===== config.mk =====
export PLATFORM = sky130hd
export DESIGN_NAME = main_fsm
export DESIGN_NICKNAME = d
export VERILOG_FILES = /design/src/rtl/main_fsm_pkg.sv /design/src/rtl/main_fsm_imm_src_dec.sv /design/src/rtl/main_fsm.sv
export SDC_FILE = /design/constraint.sdc
export NUM_CORES = 1
export LEC_CHECK = 0
export CORE_ASPECT_RATIO = 1.4
export CORE_MARGIN = 5
export CORE_UTILIZATION = 40
export DETAILED_ROUTE_END_ITERATION = 12
export PLACE_DENSITY = 0.7
export SLEW_MARGIN = 30
export SYNTH_ARGS = -nofsm -noshare
export SYNTH_HDL_FRONTEND = slang
export SYNTH_SLANG_ARGS = --single-unit

===== constraint.sdc =====
create_clock -name CLK -period 3 [get_ports CLK]
set_clock_uncertainty 0.2 [all_clocks]
set_input_delay 0.3 -clock CLK [delete_from_list [all_inputs] [get_ports CLK]]
set_output_delay 0.3 -clock CLK [all_outputs]
set_load 0.01 [all_outputs]

===== src/rtl/main_fsm_pkg.sv =====
// Shared constants for the multicycle control FSM: opcodes, state encoding and
// datapath mux select encodings.
package main_fsm_pkg;

    localparam logic [6:0] OP_LOAD   = 7'b0000011;
    localparam logic [6:0] OP_STORE  = 7'b0100011;
    localparam logic [6:0] OP_RTYPE  = 7'b0110011;
    localparam logic [6:0] OP_ITYPE  = 7'b0010011;
    localparam logic [6:0] OP_BRANCH = 7'b1100011;
    localparam logic [6:0] OP_JAL    = 7'b1101111;
    localparam logic [6:0] OP_LUI    = 7'b0110111;

    typedef enum logic [3:0] {
        StFetch,
        StDecode,
        StMemAdr,
        StMemRead,
        StMemWb,
        StMemWrite,
        StExecR,
        StExecI,
        StAluWb,
        StBranch,
        StJal,
        StLui,
        StTrap
    } state_e;

    localparam logic [1:0] SRCA_PC    = 2'b00;
    localparam logic [1:0] SRCA_OLDPC = 2'b01;
    localparam logic [1:0] SRCA_RD1   = 2'b10;
    localparam logic [1:0] SRCA_ZERO  = 2'b11;

    localparam logic [1:0] SRCB_RD2  = 2'b00;
    localparam logic [1:0] SRCB_IMM  = 2'b01;
    localparam logic [1:0] SRCB_FOUR = 2'b10;

    localparam logic [1:0] RES_ALUOUT = 2'b00;
    localparam logic [1:0] RES_DATA   = 2'b01;
    localparam logic [1:0] RES_ALURES = 2'b10;

    localparam logic [1:0] ALUOP_ADD   = 2'b00;
    localparam logic [1:0] ALUOP_SUB   = 2'b01;
    localparam logic [1:0] ALUOP_FUNCT = 2'b10;

    localparam logic [2:0] IMM_I = 3'b000;
    localparam logic [2:0] IMM_S = 3'b001;
    localparam logic [2:0] IMM_B = 3'b010;
    localparam logic [2:0] IMM_J = 3'b011;
    localparam logic [2:0] IMM_U = 3'b100;

endpackage


===== src/rtl/main_fsm_imm_src_dec.sv =====
// Immediate format decoder: purely combinational from the latched opcode.
module imm_src_dec
    import main_fsm_pkg::*;
(
    input  logic [6:0] op,
    output logic [2:0] immsrc
);

    always_comb begin
        immsrc = IMM_I;
        case (op)
            OP_STORE:  immsrc = IMM_S;
            OP_BRANCH: immsrc = IMM_B;
            OP_JAL:    immsrc = IMM_J;
            OP_LUI:    immsrc = IMM_U;
            default:   immsrc = IMM_I;
        endcase
    end

endmodule


===== src/rtl/main_fsm.sv =====
// Multicycle RISC-V control FSM with optional memory handshake, sticky illegal
// opcode trap and a retired-instruction counter.
module main_fsm
    import main_fsm_pkg::*;
#(
    parameter bit          TRAP_EN = 1'b1,
    parameter bit          MEM_HS  = 1'b1,
    parameter int unsigned CNT_W   = 32
) (
    input  logic             CLK,
    input  logic             RST_N,
    input  logic [6:0]       OP6_0,
    input  logic [2:0]       Funct3,
    input  logic             Zero,
    input  logic             MemReady,
    output logic             PCWrite,
    output logic             AdrSrc,
    output logic             MemReq,
    output logic             MemWrite,
    output logic             IRWrite,
    output logic             RegWrite,
    output logic [1:0]       ResultSrc1_0,
    output logic [1:0]       ALUSrcA1_0,
    output logic [1:0]       ALUSrcB1_0,
    output logic [1:0]       ALUOP1_0,
    output logic [2:0]       ImmSrc2_0,
    output logic             Illegal,
    output logic [CNT_W-1:0] InstRet
);

    state_e           state_q, state_d;
    logic [CNT_W-1:0] instret_q;
    logic             mem_ready, retire;
    logic             pcwrite, memreq, memwrite, irwrite, regwrite;
    logic             unused_funct3;

    assign unused_funct3 = ^Funct3[2:1];
    assign mem_ready     = MEM_HS ? MemReady : 1'b1;

    imm_src_dec u_imm_src_dec (
        .op     (OP6_0),
        .immsrc (ImmSrc2_0)
    );

    always_ff @(posedge CLK) begin
        if (!RST_N) begin
            state_q   <= StFetch;
            instret_q <= '0;
        end else begin
            state_q <= state_d;
            if (retire) instret_q <= instret_q + CNT_W'(1);
        end
    end

    // Every completed instruction passes through one of these states on its way back to fetch.
    always_comb begin
        retire = 1'b0;
        case (state_q)
            StMemWb, StAluWb, StBranch: retire = 1'b1;
            StMemWrite:                 retire = mem_ready;
            default:                    retire = 1'b0;
        endcase
    end

    always_comb begin
        state_d      = state_q;
        pcwrite      = 1'b0;
        AdrSrc       = 1'b0;
        memreq       = 1'b0;
        memwrite     = 1'b0;
        irwrite      = 1'b0;
        regwrite     = 1'b0;
        ResultSrc1_0 = RES_ALUOUT;
        ALUSrcA1_0   = SRCA_PC;
        ALUSrcB1_0   = SRCB_RD2;
        ALUOP1_0     = ALUOP_ADD;
        unique case (state_q)
            StFetch: begin
                memreq       = 1'b1;
                ALUSrcB1_0   = SRCB_FOUR;
                ResultSrc1_0 = RES_ALURES;
                irwrite      = mem_ready;
                pcwrite      = mem_ready;
                if (mem_ready) state_d = StDecode;
            end
            StDecode: begin
                ALUSrcA1_0 = SRCA_OLDPC;
                ALUSrcB1_0 = SRCB_IMM;
                case (OP6_0)
                    OP_LOAD, OP_STORE: state_d = StMemAdr;
                    OP_RTYPE:          state_d = StExecR;
                    OP_ITYPE:          state_d = StExecI;
                    OP_BRANCH:         state_d = StBranch;
                    OP_JAL:            state_d = StJal;
                    OP_LUI:            state_d = StLui;
                    default:           state_d = TRAP_EN ? StTrap : StFetch;
                endcase
            end
            StMemAdr: begin
                ALUSrcA1_0 = SRCA_RD1;
                ALUSrcB1_0 = SRCB_IMM;
                state_d    = (OP6_0 == OP_LOAD) ? StMemRead : StMemWrite;
            end
            StMemRead: begin
                memreq = 1'b1;
                AdrSrc = 1'b1;
                if (mem_ready) state_d = StMemWb;
            end
            StMemWrite: begin
                memreq   = 1'b1;
                AdrSrc   = 1'b1;
                memwrite = 1'b1;
                if (mem_ready) state_d = StFetch;
            end
            StMemWb: begin
                ResultSrc1_0 = RES_DATA;
                regwrite     = 1'b1;
                state_d      = StFetch;
            end
            StExecR: begin
                ALUSrcA1_0 = SRCA_RD1;
                ALUOP1_0   = ALUOP_FUNCT;
                state_d    = StAluWb;
            end
            StExecI: begin
                ALUSrcA1_0 = SRCA_RD1;
                ALUSrcB1_0 = SRCB_IMM;
                ALUOP1_0   = ALUOP_FUNCT;
                state_d    = StAluWb;
            end
            StAluWb: begin
                regwrite = 1'b1;
                state_d  = StFetch;
            end
            StBranch: begin
                ALUSrcA1_0 = SRCA_RD1;
                ALUOP1_0   = ALUOP_SUB;
                pcwrite    = Zero ^ Funct3[0];
                state_d    = StFetch;
            end
            StJal: begin
                ALUSrcA1_0 = SRCA_OLDPC;
                ALUSrcB1_0 = SRCB_FOUR;
                pcwrite    = 1'b1;
                state_d    = StAluWb;
            end
            StLui: begin
                ALUSrcA1_0 = SRCA_ZERO;
                ALUSrcB1_0 = SRCB_IMM;
                state_d    = StAluWb;
            end
            StTrap: state_d = StTrap;
            default: state_d = StFetch;
        endcase
    end

    // Strobes are suppressed combinationally so a reset mid-access cancels it immediately.
    assign PCWrite  = pcwrite & RST_N;
    assign MemReq   = memreq & RST_N;
    assign MemWrite = memwrite & RST_N;
    assign IRWrite  = irwrite & RST_N;
    assign RegWrite = regwrite & RST_N;
    assign Illegal  = (state_q == StTrap);
    assign InstRet  = instret_q;

endmodule


# After elaboration in Yosys (flattened, before gate mapping)
# Cells that the tools add are included.
# word_totals
register_bits	36
in_bits	14
word_cells	62
# op_classes
addsub	1
eq_ne	22
n_mux	18
bitwise	6
n_reduce_logical	13
# ops
op	count
$add A32 B1 Y32 const B	1
$pmux W4 S7	1
$pmux W4 S6	1
$eq A7 B6 Y1 const B	3
$eq A4 B4 Y1 const B	5
$eq A4 B3 Y1 const B	4
$eq A7 B7 Y1 const B	2
$mux W4	3
$pmux W2 S2	3
$pmux W3 S4	1
$reduce_or A2 Y1	6
$reduce_or A4 Y1	3
$eq A4 B2 Y1 const B	2
$eq A7 B2 Y1 const B	1
$eq A7 B5 Y1 const B	1
$ne A2 B2 Y1 const B	3
$pmux W2 S3	1
$reduce_or A3 Y1	2
$and A1 B1 Y1	5
$mux W1	5
$eq A4 B1 Y1 const B	1
$logic_not A4 Y1	1
$mux W3	1
$pmux W1 S3	1
3 further kinds	3

# Longest topological paths before layout
# Gate-level depths: netlist of the first run.
# depth
ltp_word	4
depth_mapped	7

# Hierarchy
# Synthesis of the first run repeated with hierarchy kept, for this count alone.
# hier_totals
cells_unflattened	286
hier_area_um2	2245.9
# modules_own_cells
module	n_inst	cells_per_inst	area_each_um2	seq_area_each_um2
main_fsm	1	278	2184.6	720.7
imm_src_dec	1	8	61.3	0.0

# Worst setup path after synthesis of the first run
# No wires, ideal clock.
# synth_timing
path_kind	register to output
from	reg state_q[3]
to	out PCWrite
arrival_ns	1.407
t_required_ns	2.500
slack_ns	1.093
path_stages_with_launch	5
cell_sequence	dfxtp_1 clkbuf_1 clkbuf_1 o21ai_0 a211oi_1
# synth_between
elab_chain_len	3
elab_cells_between_ends	5
cone_classes	eq/ne: 2; mux: 1; bitwise: 1; reduce/logical: 1
# synth_lines
item	line_no	source
from (decl)	main_fsm.sv:31	state_e state_q, state_d;
from (signal assigned)	main_fsm.sv:47	state_q <= StFetch;
from (signal assigned)	main_fsm.sv:50	state_q <= state_d;
$eq A4 B4 Y1 or $logic_not A4 Y1 (tied branches)	main_fsm.sv:77	unique case (state_q)
$pmux W1 S3 (*)	main_fsm.sv:77	
$and A1 B1 Y1 (*)	main_fsm.sv:158	assign PCWrite = pcwrite & RST_N;
to (decl)	main_fsm.sv:16	output logic PCWrite,
# Mark *: on every way between the ends. The rest lies on a longest branch, timed or not.

# Worst setup path in the final report of the first run
# layout_timing
from	in OP6_0[3]
to	out ImmSrc2_0[1]
# layout_between
elab_chain_len	2
elab_cells_between_ends	5
cone_classes	eq/ne: 4; mux: 1
# layout_lines
item	line_no	source
from (decl)	main_fsm.sv:12	input logic [6:0] OP6_0,
$eq A7 B6 Y1 or $eq A7 B7 Y1 (tied branches)	main_fsm_imm_src_dec.sv:11	case (op)
$pmux W3 S4 (*)	main_fsm_imm_src_dec.sv:11	
to (decl)	main_fsm.sv:26	output logic [2:0] ImmSrc2_0,
# Marked as above.

==> impl_metrics.tcl, run 1 <==
set metrics [dict create \
    start_util_pct 40.5 \
    rows 33 \
    layout_commonest_cell "clkdlybuf4s50_1" \
    postSynthAreaPerCell_um2 7.81 \
    p_seq_share_pct 48.4 \
    via_per_inst 5.53 \
    max_cap_violations 0 \
    die_h_um 100 \
    core_um2 5740 \
    fin_nets 371 \
    cts-buffers-inserted 5 \
    vias 2354 \
    r2r_setup_slack_ns 0.75 \
    hold_viol_final 0 \
    cts_resized 0 \
    async_reset_ff_share_pct 0 \
    cts.path.max_buffers 2 \
    ys_seq_elements 36 \
    clock_sinks 36 \
    hold_end "InstRet[31]" \
    status "complete, no violations" \
    clk_latency_ns 0.29 \
    die_w_um 74.4 \
    slew_violations 0 \
    tns_ns 0 \
    switching_share_pct 28.0 \
    wirelength_um 5860 \
    routedWlPerCell_um 13.8 \
    startpoint_type "input pin" \
    synth_top_cell_by_area "dfxtp_1" \
    cts_root_buffer "clkbuf_8" \
    layout-drive-gt1-share_pct 10.7 \
    crit_type "input pin to output pin" \
    track_usage_pct 16.1 \
    yosysWarnings 0 \
    htreeDepth 2 \
    cts_tree "done" \
    mappedNetlistArea_um2 2330 \
    timing.fmax_mhz 378 \
    hold_class "flop to flop" \
    powerDensity_nw_per_um2 330 \
    cell_internal_pwr_mw 0.734 \
    syn-num-nets 313 \
    portBuffers 61 \
    r2r-end "InstRet[26]" \
    area_delta_synth_final_pct 32.8 \
    grt_setup_unrepaired "false" \
    tightest_slew_ns 0.600 \
    fin_crit_sh_pct 88.2 \
    grt_max_degree 24 \
    globalplace.congestion 0.799 \
    io_pins 64 \
    drc 0 \
    p_leak_nw 1.01 \
    hold_depth 2 \
    setup_viol 0 \
    syn_inst 298 \
    synth-main-ff-cell "dfxtp_1" \
    cp_max_fo 7 \
    cp_data_arrival_time_ns 2.15 \
    slew_headroom_pct 59.9 \
    vdd_drop_max_v 0.000171 \
    grt_pass1_vias 2151 \
    grt_overflow 0 \
    ys_seq_area_share_pct 31.0 \
    post_cts_buffers 0 \
    drt_iter0_markers 111 \
    antenna_found_initial 0 \
    grt_pass1_wl_um 9630 \
    fin_crit_ns 2.65 \
    antenna_cells 0 \
    holdWs_ns 0.292 \
    ys_types 51 \
    ant_nets 0 \
    r2r-start "state_q[2]" \
    comb_power_share_pct 19.7 \
    synth_area_leaders "dfxtp_1 31%, xnor2_1 7.5%, nor2_1 6.6%" \
    cts_hold_buf 0 \
    yosysTopAreaCellShare_pct 31.0 \
    clk_pin_slew_ns 0.07 \
    power_switching_mw 0.286 \
    dieArea_um2 7460 \
    synth_edf_count 0 \
    dpl.cell_count 419 \
    layout.cells.non_filler 426 \
    worst_setup_path_end_kind "output pin" \
    hpwl_um 4380 \
    drt_pre_antenna_iters 4 \
    r2r_cells 6 \
    clkPwrFrac_pct 32.0 \
    worstHoldStart "InstRet[31]" \
    crit_required_ns 2.50 \
    final_cell_mix "61 x clkdlybuf4s50_1, 41 x nor2_1, 36 x dfxtp_1" \
]
## power groups by stage
stage	Combinational (mW)	Sequential [mW]	Clock [mW]
finish	0.200	0.493	0.326
global route	0.220	0.494	0.354
CTS	0.201	0.493	0.334
detailed placement	0.200	0.504	0
global placement	0.198	0.504	0
floorplan	0.113	0.501	0
## worst max-delay path: stages
cell             delay [ns]
clkdlybuf4s50_1        0.53
or2_1                  0.34
a2111oi_0              0.36
clkdlybuf4s50_1        0.61
## sequential cells by signal, indices dropped and copies added, names as in the netlist
| register | flops |
|---|---|
| InstRet | 32 |
| state_q | 4 |
## metal layers
metal	track usage [%]	part of all wire (%)
met3	3.41	6.1
met1	17.6	39
met5	0	0
met2	29.0	53
met4	6.99	2.0
## logic make-up after synthesis
kind of cell | synth area share, %
AO/OA/AOI/OAI | 13.4
buffers and inverters | 5.32
flip-flops | 31.0
AND/OR/NAND/NOR | 39.4
multiplexers | 0.861
adder cells (fa/ha/maj) | 0.538
XOR/XNOR | 9.41
## area by class of cell
type | count | area [um2]
multi-input cells | 236 | 1490
fillers | 587 | 2650
well taps | 70 | 87.6
clock buffers | 6 | 72.6
flip-flops and latches | 36 | 721
clock inverters | 1 | 5.00
repair buffers | 70 | 691
inverters | 7 | 26.3
## worst max-delay path by stage
stage	endpoint	depth (start not counted)	from	slack, ns
floorplan	PCWrite	4	state_q[3]	1.09
global placement	ImmSrc2_0[1]	4	OP6_0[3]	0.36
detailed placement	ImmSrc2_0[1]	4	OP6_0[3]	0.34
CTS	IRWrite	5	RST_N	0.34
global route	IRWrite	5	RST_N	0.24
finish	ImmSrc2_0[1]	4	OP6_0[3]	0.35
## through the flow
step / power (mW) / util [%] / setup WS, ns / area, um2
3_5_place_dp: 0.704 / 52.5 / 0.342 / 3010
4_1_cts: 1.03 / 53.8 / 0.342 / 3090
6_report: 1.02 / 53.8 / 0.355 / 3090
5_1_grt: 1.07 / 53.8 / 0.238 / 3090
2_1_floorplan: 0.615 / - / 1.09 / 2330
3_3_place_gp: 0.702 / 52.5 / 0.364 / 3010
## synth_stat cells, types with 2 or more instances
cell	n
a2111oi_0	2
a211oi_1	5
a21o_1	2
a21oi_1	15
a31oi_1	3
and2_1	2
and3_1	5
and3_4	2
and4_1	2
buf_2	5
buf_4	2
clkbuf_1	9
dfxtp_1	36
inv_1	6
mux2i_1	2
nand2_1	24
nand2b_1	7
nand3_1	15
nand4_1	7
nor2_1	41
nor2b_1	6
nor3_1	13
nor3b_1	3
nor4_1	3
nor4_2	12
o21a_1	2
o21ai_0	14
o22ai_1	2
or3_1	6
xnor2_1	20
xor2_1	5
Note: power is estimated with default switching activity, not from simulation.
==> run 2, diff against run 1 <==
Settings changed: RECOVER_POWER set to 50.
==> impl_metrics.tcl, run 2 (same netlist as run 1, synthesis figures left out) <==
set metrics [dict create \
    fin_crit_ns 2.77 \
    max_cap_violations 0 \
    cp_max_fo 7 \
    globalplace.congestion 0.799 \
    core_um2 5740 \
    antenna_cells 0 \
    timing.fmax_mhz 361 \
    cpMaxStageDelayCell "dlygate4sd3_1" \
    die_h_um 100 \
    via_per_inst 5.53 \
    crit_required_ns 2.50 \
    clk_latency_ns 0.29 \
    start_util_pct 40.5 \
    slew_violations 0 \
    slowest_delay_ns 0.64 \
    htreeDepth 2 \
    vdd_drop_max_v 0.000170 \
    area_delta_synth_final_pct 32.3 \
    grt_pass1_vias 2151 \
    ant_nets 0 \
    cp_data_arrival_time_ns 2.27 \
    cp_top_family "buffers and inverters" \
    grt_setup_unrepaired "false" \
    track_usage_pct 16.1 \
    drt_iter0_markers 107 \
    antenna_found_initial 0 \
    drt_pre_antenna_iters 4 \
    p_leak_nw 1.12 \
    largest_reg_flops 32 \
    multi_input_area_um2 1480 \
    cts_root_buffer "clkbuf_8" \
    hold_viol_final 0 \
    crit_type "input pin to output pin" \
    placed_area_um2 3010 \
    fin_nets 371 \
    worst-path-buf-inv 2 \
    fin_crit_sh_pct 92.2 \
    post_cts_buffers 0 \
    final_cell_mix "41 x nor2_1, 36 x dfxtp_1, 33 x dlygate4sd3_1" \
    worst_setup_path_end_kind "output pin" \
    dieArea_um2 7460 \
    io_pins 64 \
    cts_tree "done" \
    fin_area_um2 3080 \
    startpoint_type "input pin" \
    powerDensity_nw_per_um2 330 \
    nFillCells 589 \
    routedWlPerCell_um 13.7 \
    wirelength_um 5860 \
    rows 33 \
    portBuffers 61 \
    cts_hold_buf 0 \
    clock_sinks 36 \
    layout-drive-gt1-share_pct 9.55 \
    grt_max_degree 24 \
    crit_chain "dlygate4sd3_1, or2_0, a2111oi_0, clkdlybuf4s50_1" \
    tightest_slew_ns 0.593 \
    hpwl_um 4380 \
    slew_headroom_pct 60.3 \
    dpl.cell_count 419 \
    cts_resized 0 \
    regArea_um2 721 \
    drc 0 \
    grt_overflow 0 \
    setup_viol 0 \
    status "complete, no violations" \
    cts-buffers-inserted 5 \
    vias 2355 \
    layout_commonest_cell "nor2_1" \
    clk_pin_slew_ns 0.07 \
    layout.cells.non_filler 426 \
    cts.path.max_buffers 2 \
    hold_class "flop to flop" \
    die_w_um 74.4 \
    tns_ns 0 \
    grt_pass1_wl_um 9630 \
]
[run 2: cell types whose count changed in the layout (fill, tap and decap cells not counted), sizes merged]
cell / change
clkdlybuf4s50: -33
dlygate4sd3: +33
buf: -1
clkbuf: +1
[run 2: final cells by class]
type | instances | share of cell area, %
inverters | 7 | 0.854
repair buffers | 70 | 22.3
flip-flops and latches | 36 | 23.4
well taps | 70 | 2.85
multi-input cells | 236 | 48.0
clock buffers | 6 | 2.36
clock inverters | 1 | 0.163
[run 2: worst paths after layout]
kind / cells after the start / end / start / slack (ns)
setup / recovery: 4 / ImmSrc2_0[1] / OP6_0[3] / 0.23
hold / removal: 2 / InstRet[31] / InstRet[31] / 0.29
setup reg to reg: 6 / InstRet[26] / state_q[2] / 0.70
hold reg to reg: 2 / InstRet[31] / InstRet[31] / 0.29
[run 2: through the flow]
| stage | hold WS [ns] | worst slack, ns | util [%] | power (mW) |
|---|---|---|---|---|
| finish | 0.289 | 0.233 | 53.6 | 1.02 |
| global route | 0.347 | 0.148 | 53.6 | 1.06 |
| CTS | 0.294 | 0.342 | 53.8 | 1.03 |
| detailed placement | 0.285 | 0.342 | 52.5 | 0.704 |
| global placement | 0.265 | 0.364 | 52.5 | 0.702 |
| floorplan | 0.218 | 1.09 | - | 0.615 |
[run 2: power breakdown]
part / switching, mW / leakage [nW] / total [mW] / internal, mW
clock: 0.168 / 0.0410 / 0.325 / 0.158
combinational: 0.107 / 0.791 / 0.197 / 0.0901
sequential: 0.00970 / 0.290 / 0.493 / 0.483
total: 0.285 / 1.12 / 1.02 / 0.731
[run 2: layer usage]
| metal | wire (um) | GRT usage, % | up-vias |
|---|---|---|---|
| met5 | 0 | 0 | - |
| met4 | 131 | 6.99 | 0 |
| met3 | 300 | 3.41 | 12 |
| met2 | 3070 | 29.0 | 56 |
| met1 | 2360 | 17.6 | 1106 |
| li1 | - | - | 1181 |
[run 2: worst register-to-register path, stage by stage (launching register included)]
cell and delay [ns]:
dfxtp_1 0.64, nor2b_1 0.27, a21boi_0 0.18, buf_12 0.20, nor4_2 0.46, nand3_1 0.13
a21oi_1 0.16
==> run 3, diff against run 2 <==
Settings changed: CORE_ASPECT_RATIO 1.4 to not set.
==> impl_metrics.tcl, run 3 (same netlist as run 1, synthesis figures left out) <==
set metrics [dict create \
    io_pins 64 \
    nFillCells 573 \
    cp_data_arrival_time_ns 2.13 \
    crit_required_ns 2.50 \
    rows 27 \
    cts_tree "done" \
    antenna_cells 0 \
    comb_power_share_pct 18.3 \
    vdd_drop_max_v 0.000168 \
    grt_pass1_wl_um 9970 \
    worst_setup_path_end_kind "output pin" \
    track_usage_pct 16.1 \
    cts_resized 0 \
    post_cts_buffers 0 \
    layout-drive-gt1-share_pct 8.99 \
    routedWlPerCell_um 13.7 \
    portBuffers 61 \
    slew_violations 0 \
    clkPwrFrac_pct 32.3 \
    p_seq_share_pct 49.4 \
    timing.fmax_mhz 380 \
    finalWorstSetupSlack_ns 0.367 \
    cts_root_buffer "clkbuf_8" \
    start_util_pct 41.7 \
    grt_setup_unrepaired "false" \
    drt_iter0_markers 119 \
    clk_pin_slew_ns 0.07 \
    ant_nets 0 \
    die_h_um 86.3 \
    drc 0 \
    cp_max_fo 7 \
    setup_viol 0 \
    largest_reg_flops 32 \
    hold_class "flop to flop" \
    final_cell_mix "41 x nor2_1, 36 x dfxtp_1, 32 x dlygate4sd3_1" \
    vias 2340 \
    antenna_found_initial 0 \
    dieArea_um2 7440 \
    cts_hold_buf 0 \
    die_w_um 86.3 \
    core_um2 5570 \
    layout_commonest_cell "nor2_1" \
    grt_overflow 0 \
    status "complete, no violations" \
    power_switching_mw 0.282 \
    cell_internal_pwr_mw 0.725 \
    via_per_inst 5.47 \
    fin_crit_ns 2.63 \
    tns_ns 0 \
    slew_headroom_pct 44.4 \
    wirelength_um 5850 \
    hpwl_um 4320 \
    globalplace.congestion 0.809 \
    tightest_slew_ns 0.834 \
    p_leak_nw 1.11 \
    pre_cts_ws_ns 0.383 \
    powerDensity_nw_per_um2 329 \
    fin_nets 371 \
    drt_pre_antenna_iters 4 \
    area_delta_synth_final_pct 31.6 \
    clock_sinks 36 \
    clk_latency_ns 0.28 \
    fin_crit_sh_pct 87.8 \
    htreeDepth 2 \
    switching_share_pct 28.0 \
    startpoint_type "input pin" \
    max_cap_violations 0 \
    crit_type "input pin to output pin" \
    hold_viol_final 0 \
    cts.path.max_buffers 2 \
    grt_max_degree 21 \
    grt_pass1_vias 2171 \
    cts-buffers-inserted 5 \
]
## run 3: final cells by class
cell class	instances	area [um2]	area share, %
multi-input cells	236	1480	48.3
flip-flops and latches	36	721	23.5
repair buffers	70	667	21.8
well taps	72	90.1	2.94
clock buffers	6	72.6	2.37
inverters	7	26.3	0.859
clock inverters	1	5.00	0.164
## run 3: stage by stage
stage                     instance area (um2)  utilization (%)  cells  total power, mW  hold WS [ns]
after global routing                     3060             54.9    428             1.06         0.342
after CTS                                3080             55.2    428             1.02         0.298
after detailed placement                 3000             53.8    421            0.701         0.288
after global placement                   3000             53.8    421            0.699         0.263
final                                    3060             54.9    428             1.01         0.292
after floorplan                          2330                -    298            0.615         0.218
## run 3: worst paths after layout
check | slack [ns] | start | to | cells after the start
setup / recovery | 0.37 | OP6_0[3] | ImmSrc2_0[1] | 4
hold / removal | 0.29 | InstRet[31] | InstRet[31] | 2
setup reg to reg | 0.37 | state_q[2] | InstRet[26] | 6
hold reg to reg | 0.29 | InstRet[31] | InstRet[31] | 2
## run 3: layer usage
| metal | share of wire (%) | vias up | global-route usage, % |
|---|---|---|---|
| li1 | - | 1172 | - |
| met2 | 48 | 65 | 26.8 |
| met3 | 5.5 | 5 | 3.04 |
| met5 | 0 | - | 0 |
| met1 | 46 | 1098 | 20.7 |
| met4 | 0.75 | 0 | 5.52 |
## run 3: power groups by stage
| stage | Combinational (mW) | Sequential (mW) | Clock [mW] |
|---|---|---|---|
| after floorplan | 0.113 | 0.501 | 0 |
| after global placement | 0.189 | 0.509 | 0 |
| after detailed placement | 0.192 | 0.509 | 0 |
| after CTS | 0.193 | 0.498 | 0.334 |
| after global routing | 0.205 | 0.499 | 0.360 |
| final | 0.184 | 0.498 | 0.325 |
## run 3: worst max-delay path: stages
cell and delay (ns):
clkdlybuf4s50_1 0.52, or2_1 0.33, a2111oi_0 0.38, clkdlybuf4s50_1 0.61
==> edit, RTL diff (config.mk and constraints of run 2) <==
Set the parameter `TRAP_EN` to 1'b0 (it was 1'b1).
--- a/src/rtl/main_fsm.sv
+++ b/src/rtl/main_fsm.sv
@@ -3,7 +3,7 @@
 module main_fsm
     import main_fsm_pkg::*;
 #(
-    parameter bit          TRAP_EN = 1'b1,
+    parameter bit          TRAP_EN = 1'b0,
     parameter bit          MEM_HS  = 1'b1,
     parameter int unsigned CNT_W   = 32
 ) (
Formal check against the unedited RTL: not equivalent (a bounded check fails within 4 cycles, from zero or initial values and one cycle with RST_N low).
==> edit against run 2 <==
Sequential cell count did not move; cell area fell by 4.0%; die area fell by 3.5%; total power rose by 7.2%; setup slack improved by 0.019 ns; maximum frequency rose by 0.70%; via count fell by 6.0%; non-clock buffer count fell by 3; sequential power rose by 4%; register-to-register slack got worse by 0.31 ns; routed wire length fell by 6.4%; area after synthesis fell by 3.9%.
==> edit: results (changes against run 2) <==
post-placement cell count=399 (was 419); r2r worst-path depth=6 (unchanged); worst-path maximum fanout=15 (was 7); Final #Nets=353 (was 371); pin count of the biggest net entering global routing=29 (was 24); crit path DAT=2.25 ns (was 2.27 ns); Iter 0 DRT Violations=124 (was 107); run status=finished, final reports clean (unchanged); postcts setup bufs=0 (unchanged); diode count=0 (unchanged); Yosys warnings=0 (unchanged); routed vias=2213 (was 2355); Skew-Pair Late Insertion Delay=0.28 ns; total track usage=16.0% (was 16.1%); share of cells above drive strength 1=6.49% (was 9.55%); Pleak=1.09 nW (was 1.12 nW); Post-DP HPWL=4020 um (was 4380 um); syn nets=298 (was 313); WHS Path Cells=2 (unchanged); Max VDD drop=0.000223 V (was 0.000170 V); switching share of power=29.8% (was 28.0%); most common library cells after synthesis=36 x dfxtp_1, 35 x nor2_1, 24 x nand2_1, 23 x xnor2_1, 17 x nor3_1 (was 41 x nor2_1, 36 x dfxtp_1, 24 x nand2_1, 20 x xnor2_1); port bufs=61 (unchanged); max reg flops=32 (unchanged); gp weighted congestion=0.817 (was 0.799); Hold Startpoint=InstRet[28] (was InstRet[31]); Hold EP=InstRet[28] (was InstRet[31]); first-pass GRT wire length=9520 um (was 9630 um); reg-to-reg startpoint=state_q[3] (was state_q[2]); end of the worst register-to-register path=InstRet[28] (was InstRet[26]); fin cells=407 (was 426); ys async rst share=0% (unchanged); ys flop type=dfxtp_1 (unchanged); wire per inst=13.5 um (was 13.7 um); post-CTS sizing=0 (unchanged); synth top area cells=dfxtp_1 32%, xnor2_1 9.0%, nor2_1 5.9% (was dfxtp_1 31%, xnor2_1 7.5%, nor2_1 6.6%); R2R Setup Slk=0.39 ns (was 0.70 ns); sequential area share after synthesis=32.3% (was 31.0%); Worst slew margin=50.6% (was 60.3%); fill count=535 (was 589); Syn Area/Cell=7.90 sq um (was 7.81 sq um); Netlist cell types=50 (was 51)
edit: area by class of cell:
class	count	area, sq um	share of cell area, %
multi-input combinational	226	1400	47.4
inverter	2	7.51	0.254
tap	68	85.1	2.88
sequential	36	721	24.4
clock buffer	5	68.8	2.33
clock inverter	3	18.8	0.635
timing repair buffer	67	653	22.1
edit: kinds of logic (layout without fill, tap and decap cells):
kind of cell    Yosys count  in the layout  share of synthesized area (%)
mux                       7              7                           3.14
buf+inv                  21             77                           4.53
compound gates           42             42                           12.6
fa+ha+maj                 1              1                          0.560
xor+xnor                 24             24                           9.41
flops                    36             36                           32.3
simple gates            152            152                           37.5
edit: critical path, cell delays in order (launching register included):
cell             delay [ns]
dfxtp_1                0.48
buf_4                  0.26
nor2_1                 0.21
nand2_1                0.13
nor2_1                 0.10
a21oi_1                0.05
nor3_1                 0.17
clkdlybuf4s50_1        0.57
edit: power groups by stage:
stage                     Sequential [mW]  Clock (mW)  Combinational, mW
after floorplan                     0.506           0              0.159
after global placement              0.522           0              0.245
after detailed placement            0.522           0              0.245
after CTS                           0.511       0.351              0.248
after global routing                0.514       0.370              0.270
final                               0.511       0.338              0.240
edit: worst max path at each step:
stage	slack, ns	from	end
finish	0.25	state_q[1]	PCWrite
floorplan	0.86	InstRet[2]	InstRet[29]
CTS	0.25	state_q[1]	PCWrite
detailed placement	0.41	MemReady	InstRet[29]
global placement	0.41	MemReady	InstRet[29]
global route	0.06	state_q[1]	PCWrite
edit: stage by stage:
stage	hold WS, ns	power [mW]	instance area (sq um)	worst slack (ns)
after floorplan	0.252	0.665	2230	0.865
after global placement	0.257	0.768	2880	0.414
after detailed placement	0.293	0.767	2880	0.405
after CTS	0.304	1.11	2970	0.245
after global routing	0.326	1.15	2960	0.0590
final	0.300	1.09	2960	0.252
edit: layer usage:
layer / global-route usage, % / wire, um / part of all wire (%)
met1: 19.4 / 2320 / 42
met2: 27.2 / 2800 / 51
met4: 6.53 / 92 / 1.7
met3: 3.06 / 277 / 5.1
met5: 0 / 0 / 0
